===== config.mk =====
export PLATFORM = sky130hd
export DESIGN_NAME = seq_bit_serializer
export DESIGN_NICKNAME = d
export VERILOG_FILES = /design/src/rtl/seq_detect_pkg.sv /design/src/rtl/word_hold_reg.sv /design/src/rtl/seq_bit_serializer.sv
export SDC_FILE = /design/constraint.sdc
export NUM_CORES = 1
export LEC_CHECK = 0
export BUFFER_PORTS_ARGS = -buffer_cell sky130_fd_sc_hd__buf_4
export CAP_MARGIN = 20
export CORE_MARGIN = 3
export CORE_UTILIZATION = 45
export CTS_BUF_LIST = sky130_fd_sc_hd__clkbuf_4
export DETAILED_ROUTE_END_ITERATION = 16
export PLACE_DENSITY = 0.65
export SLEW_MARGIN = 40
export SYNTH_ARGS = -nofsm -noshare
export SYNTH_HDL_FRONTEND = slang
export SYNTH_SLANG_ARGS = --single-unit

===== constraint.sdc =====
create_clock -name clk -period 1.8 [get_ports clk]
set_input_delay 0.18 -clock clk [delete_from_list [all_inputs] [get_ports clk]]
set_output_delay 0.18 -clock clk [all_outputs]
set_load 0.05 [all_outputs]

===== src/rtl/seq_detect_pkg.sv =====
// Shared definitions for the sequence-detector slice.
//   ser_state_t      : serializer FSM states (IDLE, SHIFT)
//   DEFAULT_IDLE_BIT : value on the serial line when no word is in flight
//   PATTERN_WIDTH    : pattern width shared with the downstream detector
package seq_detect_pkg;

  typedef enum logic {
    IDLE  = 1'b0,
    SHIFT = 1'b1
  } ser_state_t;

  localparam logic DEFAULT_IDLE_BIT = 1'b0;
  localparam int   PATTERN_WIDTH    = 2;

endpackage


===== src/rtl/word_hold_reg.sv =====
// One-word holding buffer with a full flag. It lets the next word be
// accepted while the current one is still being shifted out.
// Ports:
//   clk, reset : clock, synchronous active-low reset
//   load       : capture d and mark the buffer full
//   drain      : the buffered word has been consumed; clear full
//   d, q       : WIDTH-bit data in / buffered data out
//   full       : buffer holds a word
module word_hold_reg #(
  parameter int WIDTH = 8
) (
  input  logic             clk,
  input  logic             reset,
  input  logic             load,
  input  logic             drain,
  input  logic [WIDTH-1:0] d,
  output logic [WIDTH-1:0] q,
  output logic             full
);

  // NOTE: state is updated with non-blocking assignments so every register
  // samples pre-edge values; the data word is reset too so it reads zero
  // after reset instead of a stale word.
  always_ff @(posedge clk) begin
    if (!reset) begin
      q    <= '0;
      full <= 1'b0;
    end else if (load) begin
      q    <= d;
      full <= 1'b1;
    end else if (drain) begin
      full <= 1'b0;
    end
  end

endmodule


===== src/rtl/seq_bit_serializer.sv =====
// Parallel-to-serial front end for the sequence detectors. Accepts WIDTH-bit
// words over valid/ready and emits one bit per clock; a one-word holding
// buffer lets consecutive words stream without an idle bit in between.
// bit_out is meant to drive state_machine_mealy.in on the same clk/reset.
// Ports:
//   clk, reset          : clock, synchronous active-low reset
//   din, din_valid      : parallel word and its valid
//   din_ready           : a word can be accepted this cycle (registered state only)
//   bit_out, bit_valid  : serial bit and its qualifier
//   last                : bit_out is the final bit of the current word
module seq_bit_serializer
  import seq_detect_pkg::*;
#(
  parameter int   WIDTH     = 8,
  parameter bit   MSB_FIRST = 1'b1,
  parameter logic IDLE_BIT  = DEFAULT_IDLE_BIT
) (
  input  logic             clk,
  input  logic             reset,
  input  logic [WIDTH-1:0] din,
  input  logic             din_valid,
  output logic             din_ready,
  output logic             bit_out,
  output logic             bit_valid,
  output logic             last
);

  localparam int              CNT_W    = $clog2(WIDTH);
  localparam logic [CNT_W-1:0] CNT_LAST = CNT_W'(WIDTH - 1);

  ser_state_t       state_q, state_d;
  logic [WIDTH-1:0] sh_q, sh_d, sh_shifted;
  logic [CNT_W-1:0] cnt_q, cnt_d;
  logic [WIDTH-1:0] hold_q;
  logic             hold_full;
  logic             hold_load, hold_drain;
  logic             transfer, at_last;

  // Ready depends only on the hold flag, so there is no path from din_valid.
  assign din_ready = !hold_full;
  assign transfer  = din_valid && din_ready;
  assign at_last   = (cnt_q == CNT_LAST);

  // Move the next bit toward the output end.
  assign sh_shifted = MSB_FIRST ? {sh_q[WIDTH-2:0], 1'b0} : {1'b0, sh_q[WIDTH-1:1]};

  word_hold_reg #(.WIDTH(WIDTH)) u_hold (
    .clk   (clk),
    .reset (reset),
    .load  (hold_load),
    .drain (hold_drain),
    .d     (din),
    .q     (hold_q),
    .full  (hold_full)
  );

  // NOTE: every signal written here gets a default first, so no path leaves
  // it unassigned and no latch is inferred.
  always_comb begin
    state_d    = state_q;
    sh_d       = sh_q;
    cnt_d      = cnt_q;
    hold_load  = 1'b0;
    hold_drain = 1'b0;
    case (state_q)
      IDLE: begin
        if (transfer) begin
          sh_d    = din;
          cnt_d   = '0;
          state_d = SHIFT;
        end
      end
      SHIFT: begin
        if (!at_last) begin
          sh_d      = sh_shifted;
          cnt_d     = cnt_q + CNT_W'(1);
          hold_load = transfer;
        end else if (hold_full) begin
          // A held word always wins; ready is low, so no transfer can collide.
          sh_d       = hold_q;
          cnt_d      = '0;
          hold_drain = 1'b1;
        end else if (transfer) begin
          // Hold empty: bypass the incoming word straight into the shifter.
          sh_d  = din;
          cnt_d = '0;
        end else begin
          // Explicit clear: the counter never wraps for non-power-of-two WIDTH.
          cnt_d   = '0;
          state_d = IDLE;
        end
      end
      default: state_d = IDLE;
    endcase
  end

  always_ff @(posedge clk) begin
    if (!reset) begin
      state_q <= IDLE;
      sh_q    <= '0;
      cnt_q   <= '0;
    end else begin
      state_q <= state_d;
      sh_q    <= sh_d;
      cnt_q   <= cnt_d;
    end
  end

  assign bit_valid = (state_q == SHIFT);
  assign bit_out   = bit_valid ? (MSB_FIRST ? sh_q[WIDTH-1] : sh_q[0]) : IDLE_BIT;
  assign last      = bit_valid && at_last;

endmodule

==> out/qor.txt, run 1 <==
Status -> complete, no violations
Synth warnings -> 0
# port buffers -> 14
Die Span Y -> 53.58 um
Maximum fanout along the worst path -> 9
P&R area growth vs syn -> 14.62%
Top Ports -> 15
DP Cell Count -> 140
WL final -> 2017 um
EDFF count, synth -> 0
Bufs on Longest Clock Path -> 2
Library cells used by synthesis -> 22
Number of routed nets with antenna violations -> 0
Switching power total -> 0.2459 mW
Initial Utilization -> 0.4988
Wire per inst -> 14.01 um
Syn Nets -> 117
Worst slack, placed -> 0.1882 ns
Placer Congestion -> 0.7488
Die W -> 53.58 um
Filler Cell Count -> 204
Final worst slack -> 0.06538 ns
Rel. slew slack -> 0.5966
DRC violations left -> 0
Vias per cell -> 5.354
Asr flop ratio synth -> 0
Clock slew at reported path FFs -> 0.12 ns
Clk_skew -> 0.001112 ns
Vias in the first global route -> 764
Post-layout instance area -> 0.001167 mm2
Global Route Usage Sum -> 0.1650
Share of cells above drive strength 1 -> 0.2137
Crit path cell chain -> ha_1, ha_2, buf_8, nand2_1, inv_1, buf_6
Root Buffer Master -> clkbuf_4
Core ar. -> 0.002042 mm2
Initial DRC Count -> 11
Seq/Total Area, Yosys -> 0.4128
Clk pwr share -> 0.250
Vias -> 771
Top_reg_cell synth -> dfxtp_1
Crit Path Class -> reg -> out
Post-DP HPWL -> 1402 um
H-tree Lvls -> 1
Row cnt -> 16
Largest net degree at the start of global routing -> 21
Multi-input logic area -> 523.0 um2
CP endpoint kind -> primary output
Hold_ws -> 0.1152 ns
TritonCTS Buffers -> 3
Post-Syn Area per Cell -> 9.888 um2
Slowest CP cell -> dfxtp_2
Antenna violations before repair -> 0
Pint -> 0.6551 mW
Max-Cap Viols -> 0
Max Slew Vio Count -> 0
Syn Inst Count -> 103
Top delay family on crit path -> adder cells
P per Cell Area -> 771.9 mW/mm2
GR Overflow Total -> 0
Final period util -> 0.9637
N_diodes -> 0
Critical path arrival -> 1.55 ns
CTS sink cnt -> 21
Max Clock Freq -> 576.5 MHz
Startpoint Class -> flip-flop
Die area -> 0.002870 mm2
VDD IR-drop max -> 0.5923 mV
Crit path time final -> 1.735 ns
Finished Layout Cells -> 144
Nets@finish -> 132
Flop pwr share -> 0.571
Endpoints failing setup -> 0
Flops & latches, synth -> 21
Worst-Margin Slew -> 0.6045 ns
Comb pwr share -> 0.179
Placement Cell Area -> 0.001125 mm2
TritonCTS clock tree -> built
P_leak -> 0.4861 nW
WP data required -> 1.62 ns
Mapped Area -> 0.001018 mm2
Worst path max stage delay -> 0.37 ns
Final Hold Fails -> 0
Critical path buffers and inverters -> 3
Global-route wire length before repair -> 3470 um
Sequential cell area -> 421.7 um2
Min-delay worst type -> in -> reg
Clock latency at the later pin of the worst-skew pair -> 0.30 ns
Sw Ratio -> 0.2729
First-pass DRT Iterations -> 4
cell usage after synthesis, types with 3 or more instances:
| cell type | count | share of area |
|---|---|---|
| mux2i_1 | 23 | 0.23 |
| buf_6 | 3 | 0.033 |
| a31oi_1 | 8 | 0.049 |
| a21oi_1 | 4 | 0.020 |
| nor2_1 | 10 | 0.037 |
| dfxtp_1 | 21 | 0.41 |
| inv_1 | 4 | 0.015 |
| a21boi_1 | 7 | 0.052 |
| nand2_1 | 4 | 0.015 |
| ha_1 | 3 | 0.037 |
per-stage QoR:
stage | total power, mW | util | setup TNS, ns
2_1_floorplan | 0.6410 | - | 0
3_3_place_gp | 0.6834 | 0.5509 | 0
3_5_place_dp | 0.6870 | 0.5509 | 0
4_1_cts | 0.9120 | 0.5662 | 0
5_1_grt | 0.9583 | 0.5717 | -0.009931
6_report | 0.9011 | 0.5717 | 0
per-layer routing:
metal	part of all wire	GRT usage	vias to the layer above
met5	0	0	-
met4	0.0079	0.05106	0
met3	0.037	0.03324	2
met2	0.48	0.2776	13
met1	0.47	0.2112	366
li1	-	-	390
state kept, by name (all words and copies together), names as in the netlist:
name and flops:
sh_q 8, u_hold.q 8, cnt_q 3, bit_valid 1
u_hold.full 1
power by group through the flow:
stage	combinational (mW)	clock [mW]	sequential, mW
after floorplan	0.115	0	0.526
after global routing	0.181	0.259	0.518
after CTS	0.162	0.235	0.514
after global placement	0.159	0	0.524
after detailed placement	0.162	0	0.525
final	0.161	0.225	0.515
cells in the final DEF, fill, tap and decap left out, types with 2 or more instances in the layout:
cell type  count
nand2_1        4
nand3_1        2
a31oi_1        8
buf_4         16
inv_1          4
a21boi_1       7
clkbuf_4       3
dfxtp_1       20
mux2i_1       23
ha_1           2
a21oi_1        4
a211oi_1       2
nor2_1        10
layout make-up:
type	instances	area share
timing repair buffer	18	0.1254
multi-input combinational	70	0.4480
tap	27	0.02894
clock inverter	1	0.004287
inverter	4	0.01286
sequential	21	0.3612
clock buffer	3	0.01929
path summary, 6_finish.rpt:
path	slack, ns	from	cells after the start	to
worst min-delay path	0.12	din[1]	3	u_hold.q[1]
worst max register to register	0.16	cnt_q[0]	6	u_hold.q[0]
worst max-delay path	0.07	cnt_q[0]	6	last
worst min register to register	0.50	cnt_q[1]	2	cnt_q[1]
worst register-to-register path, stage by stage, from the launching register on:
cell and delay (ns):
dfxtp_2 0.36, ha_1 0.23, ha_1 0.22, and4bb_1 0.30, buf_4 0.17, mux2i_1 0.19, nor2_1 0.05
cells by family (layout without fill, tap and decap cells):
family | after synthesis | after routing | synth area share
mux | 23 | 23 | 0.2260
flops | 21 | 21 | 0.4128
buf+inv | 12 | 26 | 0.07615
compound gates | 22 | 22 | 0.1400
simple gates | 22 | 22 | 0.1081
fa+ha+maj | 3 | 3 | 0.03686
repair_timing:
| item | in CTS | in global routing |
|---|---|---|
| endpoints found under the hold margin | 0 | 0 |
| resized for setup | 1 | 4 |
| setup buffers | 0 | 0 |
| hold buffers | 0 | 0 |
| endpoints found under the setup margin | 1 | 1 |
(Power assumes the default switching activity.)
==> run 2: changes to the inputs <==
--- a/config.mk
+++ b/config.mk
@@ -11,6 +11,7 @@
 export CORE_UTILIZATION = 45
 export CTS_BUF_LIST = sky130_fd_sc_hd__clkbuf_4
 export DETAILED_ROUTE_END_ITERATION = 16
+export MAX_ROUTING_LAYER = met4
 export PLACE_DENSITY = 0.65
 export SLEW_MARGIN = 40
 export SYNTH_ARGS = -nofsm -noshare
==> run 2 against run 1 <==
Compared with the run above:
- sequential power hardly changed
- combinational power hardly changed
- total power hardly changed
- clock skew hardly changed
- worst setup slack hardly changed
- count of clock-buffer cells in the layout stayed put
- clock power hardly changed
- core utilization stayed put
- cell count stayed put
- highest routed layer unchanged
==> out/qor.txt, run 2 (synthesis gave the netlist of run 1 again) <==
Finished Layout Cells -> 144
DRC violations left -> 0
Hold endpoint -> u_hold.q[1]
Filler Cell Count -> 204
Multi-input logic area -> 523.0 um2
Max Slew Vio Count -> 0
Die W -> 53.58 um
VDD IR-drop max -> 0.5924 mV
Max Clock Freq -> 576.5 MHz
WL final -> 2018 um
Hold_ws -> 0.1152 ns
P_leak -> 0.4861 nW
Critical path arrival -> 1.55 ns
Row cnt -> 16
H-tree Lvls -> 1
Wire per inst -> 14.01 um
Antenna violations before repair -> 0
Initial Utilization -> 0.4988
Sequential cell area -> 421.7 um2
Initial DRC Count -> 11
Final Hold Fails -> 0
Regs by FF count -> sh_q: 8 flops, u_hold.q: 8 flops, cnt_q: 3 flops
Share of cells above drive strength 1 -> 0.2137
Endpoints failing setup -> 0
TritonCTS clock tree -> built
Hold_sp -> din[1]
WP data required -> 1.62 ns
P&R area growth vs syn -> 14.62%
Slowest CP cell -> dfxtp_2
Reg2Reg Capture Point -> u_hold.q[0]
Core Util, Final -> 0.5717
CP endpoint kind -> primary output
Max-Cap Viols -> 0
Clk_skew -> 0.001126 ns
Final period util -> 0.9637
Die area -> 0.002870 mm2
Placer Congestion -> 0.7584
Crit path time final -> 1.735 ns
Worst-Margin Slew -> 0.6051 ns
Number of routed nets with antenna violations -> 0
Vias -> 771
Vias in the first global route -> 767
# port buffers -> 14
Worst path max stage delay -> 0.37 ns
TritonCTS Buffers -> 3
Die Span Y -> 53.58 um
Hold Buf Count CTS -> 0
GR Overflow Total -> 0
Crit path cell chain -> ha_1, ha_2, buf_8, nand2_1, inv_1, buf_6
Clock slew at reported path FFs -> 0.12 ns
Clock latency at the later pin of the worst-skew pair -> 0.30 ns
Global-route wire length before repair -> 3463 um
Total power -> 0.9011 mW
Vias per cell -> 5.354
Bufs on Longest Clock Path -> 2
Core ar. -> 0.002042 mm2
FF-to-FF path depth -> 6
CTS sink cnt -> 21
FF-to-FF setup slack -> 0.16 ns
Maximum fanout along the worst path -> 9
Nets@finish -> 132
Global Route Usage Sum -> 0.1698
N_diodes -> 0
Launch point of the worst reg-to-reg path -> cnt_q[0]
Commonest non-fill, non-tap cell in the layout -> mux2i_1
P per Cell Area -> 771.9 mW/mm2
Worst Hold Depth -> 3
Post-DP HPWL -> 1402 um
Largest net degree at the start of global routing -> 21
Min-delay worst type -> in -> reg
DP Cell Count -> 140
Rel. slew slack -> 0.5962
First-pass DRT Iterations -> 4
Root Buffer Master -> clkbuf_4
Startpoint Class -> flip-flop
Most frequent cells in the layout -> mux2i_1 (23), dfxtp_1 (20), buf_4 (16), nor2_1 (10), a31oi_1 (8)
Top Ports -> 15
Status -> complete, no violations
Crit Path Class -> reg -> out
## run 2: what timing repair did
item	4_1_cts	5_1_grt
buffers inserted	0	0
gates cloned	0	0
resized for setup	1	4
pin swaps	0	0
endpoints found under the setup margin	1	1
## run 2: area by class of cell
| class | instances | share of cell area |
|---|---|---|
| clock buffer | 3 | 0.01929 |
| clock inverter | 1 | 0.004287 |
| inverter | 4 | 0.01286 |
| multi-input combinational | 70 | 0.4480 |
| sequential | 21 | 0.3612 |
| tap | 27 | 0.02894 |
| timing repair buffer | 18 | 0.1254 |
## run 2: how the worst max path moves through the flow
| stage | slack [ns] | endpoint | startpoint | cells after the start |
|---|---|---|---|---|
| after floorplan | 0.17 | bit_out | bit_valid | 3 |
| after global placement | 0.26 | u_hold.q[0] | cnt_q[0] | 6 |
| after detailed placement | 0.19 | u_hold.q[0] | cnt_q[0] | 6 |
| after CTS | 0.01 | last | cnt_q[0] | 6 |
| after global routing | -0.01 | last | cnt_q[0] | 6 |
| final | 0.07 | last | cnt_q[0] | 6 |
## run 2: metrics by stage
| stage | area (um2) | setup TNS, ns | worst slack [ns] |
|---|---|---|---|
| 4_1_cts | 1156 | 0 | 0.01291 |
| 3_3_place_gp | 1125 | 0 | 0.2606 |
| 3_5_place_dp | 1125 | 0 | 0.1882 |
| 6_report | 1167 | 0 | 0.06538 |
| 5_1_grt | 1167 | -0.009929 | -0.009929 |
| 2_1_floorplan | 1018 | 0 | 0.1711 |
## run 2: per-layer routing
layer / share of wire / track usage
met1: 0.47 / 0.2112
met2: 0.48 / 0.2776
met3: 0.036 / 0.03324
met4: 0.0079 / 0.05106
met5: 0 / -
## run 2: power by group
part / internal, mW / leakage [nW] / switching [mW] / total [mW]
combinational: 0.0760 / 0.296 / 0.0854 / 0.161
clock: 0.0828 / 0.0177 / 0.142 / 0.225
sequential: 0.496 / 0.173 / 0.0184 / 0.515
## run 2: critical path, delay by kind of cell, from the launching register on
kind	cells	cell delay [ns]
flops	1	0.37
fa+ha+maj	2	0.43
simple gates	1	0.07
buf+inv	3	0.38
==> run 3: changes to the inputs <==
==> constraint.sdc (replaced) <==
create_clock -name clk -period 2.1 [get_ports clk]
set_input_delay 0.21 -clock clk [delete_from_list [all_inputs] [get_ports clk]]
set_output_delay 0.21 -clock clk [all_outputs]
set_load 0.05 [all_outputs]
==> run 3 against run 2 <==
Compared with the run above:
- worst hold slack improved by 0.035 ns
- first-iteration DRC count fell by 27%
- clock skew rose by 0.0041 ns
- sequential share of layout area rose by 0.28 points
- critical endpoint unchanged
- design area fell by 1.1%
- combinational power fell by 15%
- critical path depth did not move
- register-to-register slack improved by 0.35 ns
- non-clock buffer count did not move
- largest power group unchanged
- clock power fell by 8%
==> out/qor.txt, run 3 (synthesis gave the netlist of run 1 again) <==
Bufs on Longest Clock Path -> 2
Most frequent cells in the layout -> mux2i_1 (23), dfxtp_1 (21), buf_4 (18), nor2_1 (10), a31oi_1 (8)
Hold Buf Count CTS -> 0
Clock slew at reported path FFs -> 0.11 ns
Vias in the first global route -> 761
Regs by FF count -> sh_q: 8 flops, u_hold.q: 8 flops, cnt_q: 3 flops
TritonCTS Buffers -> 3
Core ar. -> 0.002042 mm2
Met3 routed WL -> 84 um
Wire per inst -> 12.63 um
Die Span Y -> 53.58 um
Root Buffer Master -> clkbuf_4
P&R area growth vs syn -> 13.39%
DP Cell Count -> 140
Top Ports -> 15
Nets@finish -> 132
Finished Layout Cells -> 144
FF-to-FF path depth -> 6
Comb pwr share -> 0.175
# port buffers -> 14
Pint -> 0.5770 mW
Max Slew Vio Count -> 0
Number of routed nets with antenna violations -> 0
Resized cells post-CTS -> 0
Multi-input logic area -> 520.5 um2
First-pass DRT Iterations -> 3
TritonCTS clock tree -> built
Endpoints failing setup -> 0
RSZ-0062 raised after global routing -> false
GR Overflow Total -> 0
Vias -> 754
Filler Cell Count -> 205
Switching power total -> 0.2048 mW
P_leak -> 0.4872 nW
Initial DRC Count -> 8
Share of cells above drive strength 1 -> 0.1966
Antenna violations before repair -> 0
Min-delay worst type -> in -> reg
Initial Utilization -> 0.4988
WL met1 -> 872 um
Die W -> 53.58 um
Startpoint Class -> flip-flop
Final Hold Fails -> 0
N_diodes -> 0
Core Util, Final -> 0.5656
CTS sink cnt -> 21
H-tree Lvls -> 1
Largest net degree at the start of global routing -> 21
Vias per cell -> 5.236
Max-Cap Viols -> 0
Placer Congestion -> 0.7509
Max Clock Freq -> 556.3 MHz
Global Route Usage Sum -> 0.1629
Setup TNS -> 0 ns
WL final -> 1818 um
Commonest non-fill, non-tap cell in the layout -> mux2i_1
Clk pwr share -> 0.263
WP data required -> 1.89 ns
Crit Path Class -> reg -> out
VDD IR-drop max -> 0.5311 mV
Sw Ratio -> 0.2620
Flop pwr share -> 0.562
Sequential cell area -> 420.4 um2
Row cnt -> 16
Worst Hold Depth -> 3
Met2 routed WL -> 847 um
Status -> complete, no violations
P per Cell Area -> 677.0 mW/mm2
Crit path time final -> 1.798 ns
Die area -> 0.002870 mm2
Worst-Margin Slew -> 0.5951 ns
Critical path arrival -> 1.59 ns
Global-route wire length before repair -> 3284 um
Rel. slew slack -> 0.6028
Clk_skew -> 0.005221 ns
Top sig layer -> met4
CP endpoint kind -> primary output
Post-CTS Setup Inserts -> 0
Post-DP HPWL -> 1314 um
DRC violations left -> 0
Maximum fanout along the worst path -> 9
Final period util -> 0.8560
Clock latency at the later pin of the worst-skew pair -> 0.30 ns
==> run 3: routing by layer <==
layer  vias up  GRT usage
li1        392          -
met4         0    0.03830
met3         2    0.05817
met2        11     0.2653
met5         -          -
met1       349     0.1915
==> run 3: path summary, 6_finish.rpt <==
path | startpoint | to | slack (ns)
worst min register to register | cnt_q[1] | cnt_q[1] | 0.49
worst min-delay path | din[3] | u_hold.q[3] | 0.15
worst max register to register | cnt_q[0] | u_hold.q[0] | 0.51
worst max-delay path | cnt_q[0] | last | 0.30
==> run 3: stage by stage <==
| step | setup slack [ns] | power (mW) | area [um2] | hold WS, ns |
|---|---|---|---|---|
| 2_1_floorplan | 0.4411 | 0.5494 | 1018 | 0.3572 |
| 3_3_place_gp | 0.5486 | 0.5857 | 1125 | 0.4539 |
| 3_5_place_dp | 0.5258 | 0.5874 | 1125 | 0.4576 |
| 4_1_cts | 0.2943 | 0.7950 | 1155 | 0.1421 |
| 5_1_grt | 0.1281 | 0.8308 | 1155 | 0.1463 |
| 6_report | 0.3023 | 0.7818 | 1155 | 0.1503 |
==> run 3: worst max-delay path, stage by stage (launching register included) <==
cell     delay [ns]
dfxtp_1        0.37
ha_1           0.19
ha_1           0.18
buf_4          0.20
nand2_1        0.09
inv_1          0.06
buf_4          0.18
==> run 3: area by class of cell <==
class,instances,share of cell area
Tap cell,27,0.02925
Multi-Input combinational cell,70,0.4507
Inverter,4,0.01300
Timing Repair Buffer,18,0.1170
Clock buffer,4,0.02600
Sequential cell,21,0.3640
==> run 3: power by group through the flow <==
stage          clock [mW]  sequential [mW]  combinational [mW]
2_1_floorplan           0            0.451              0.0986
3_3_place_gp            0            0.448               0.137
3_5_place_dp            0            0.449               0.138
4_1_cts             0.216            0.440               0.139
5_1_grt             0.235            0.444               0.152
6_report            0.206            0.440               0.137
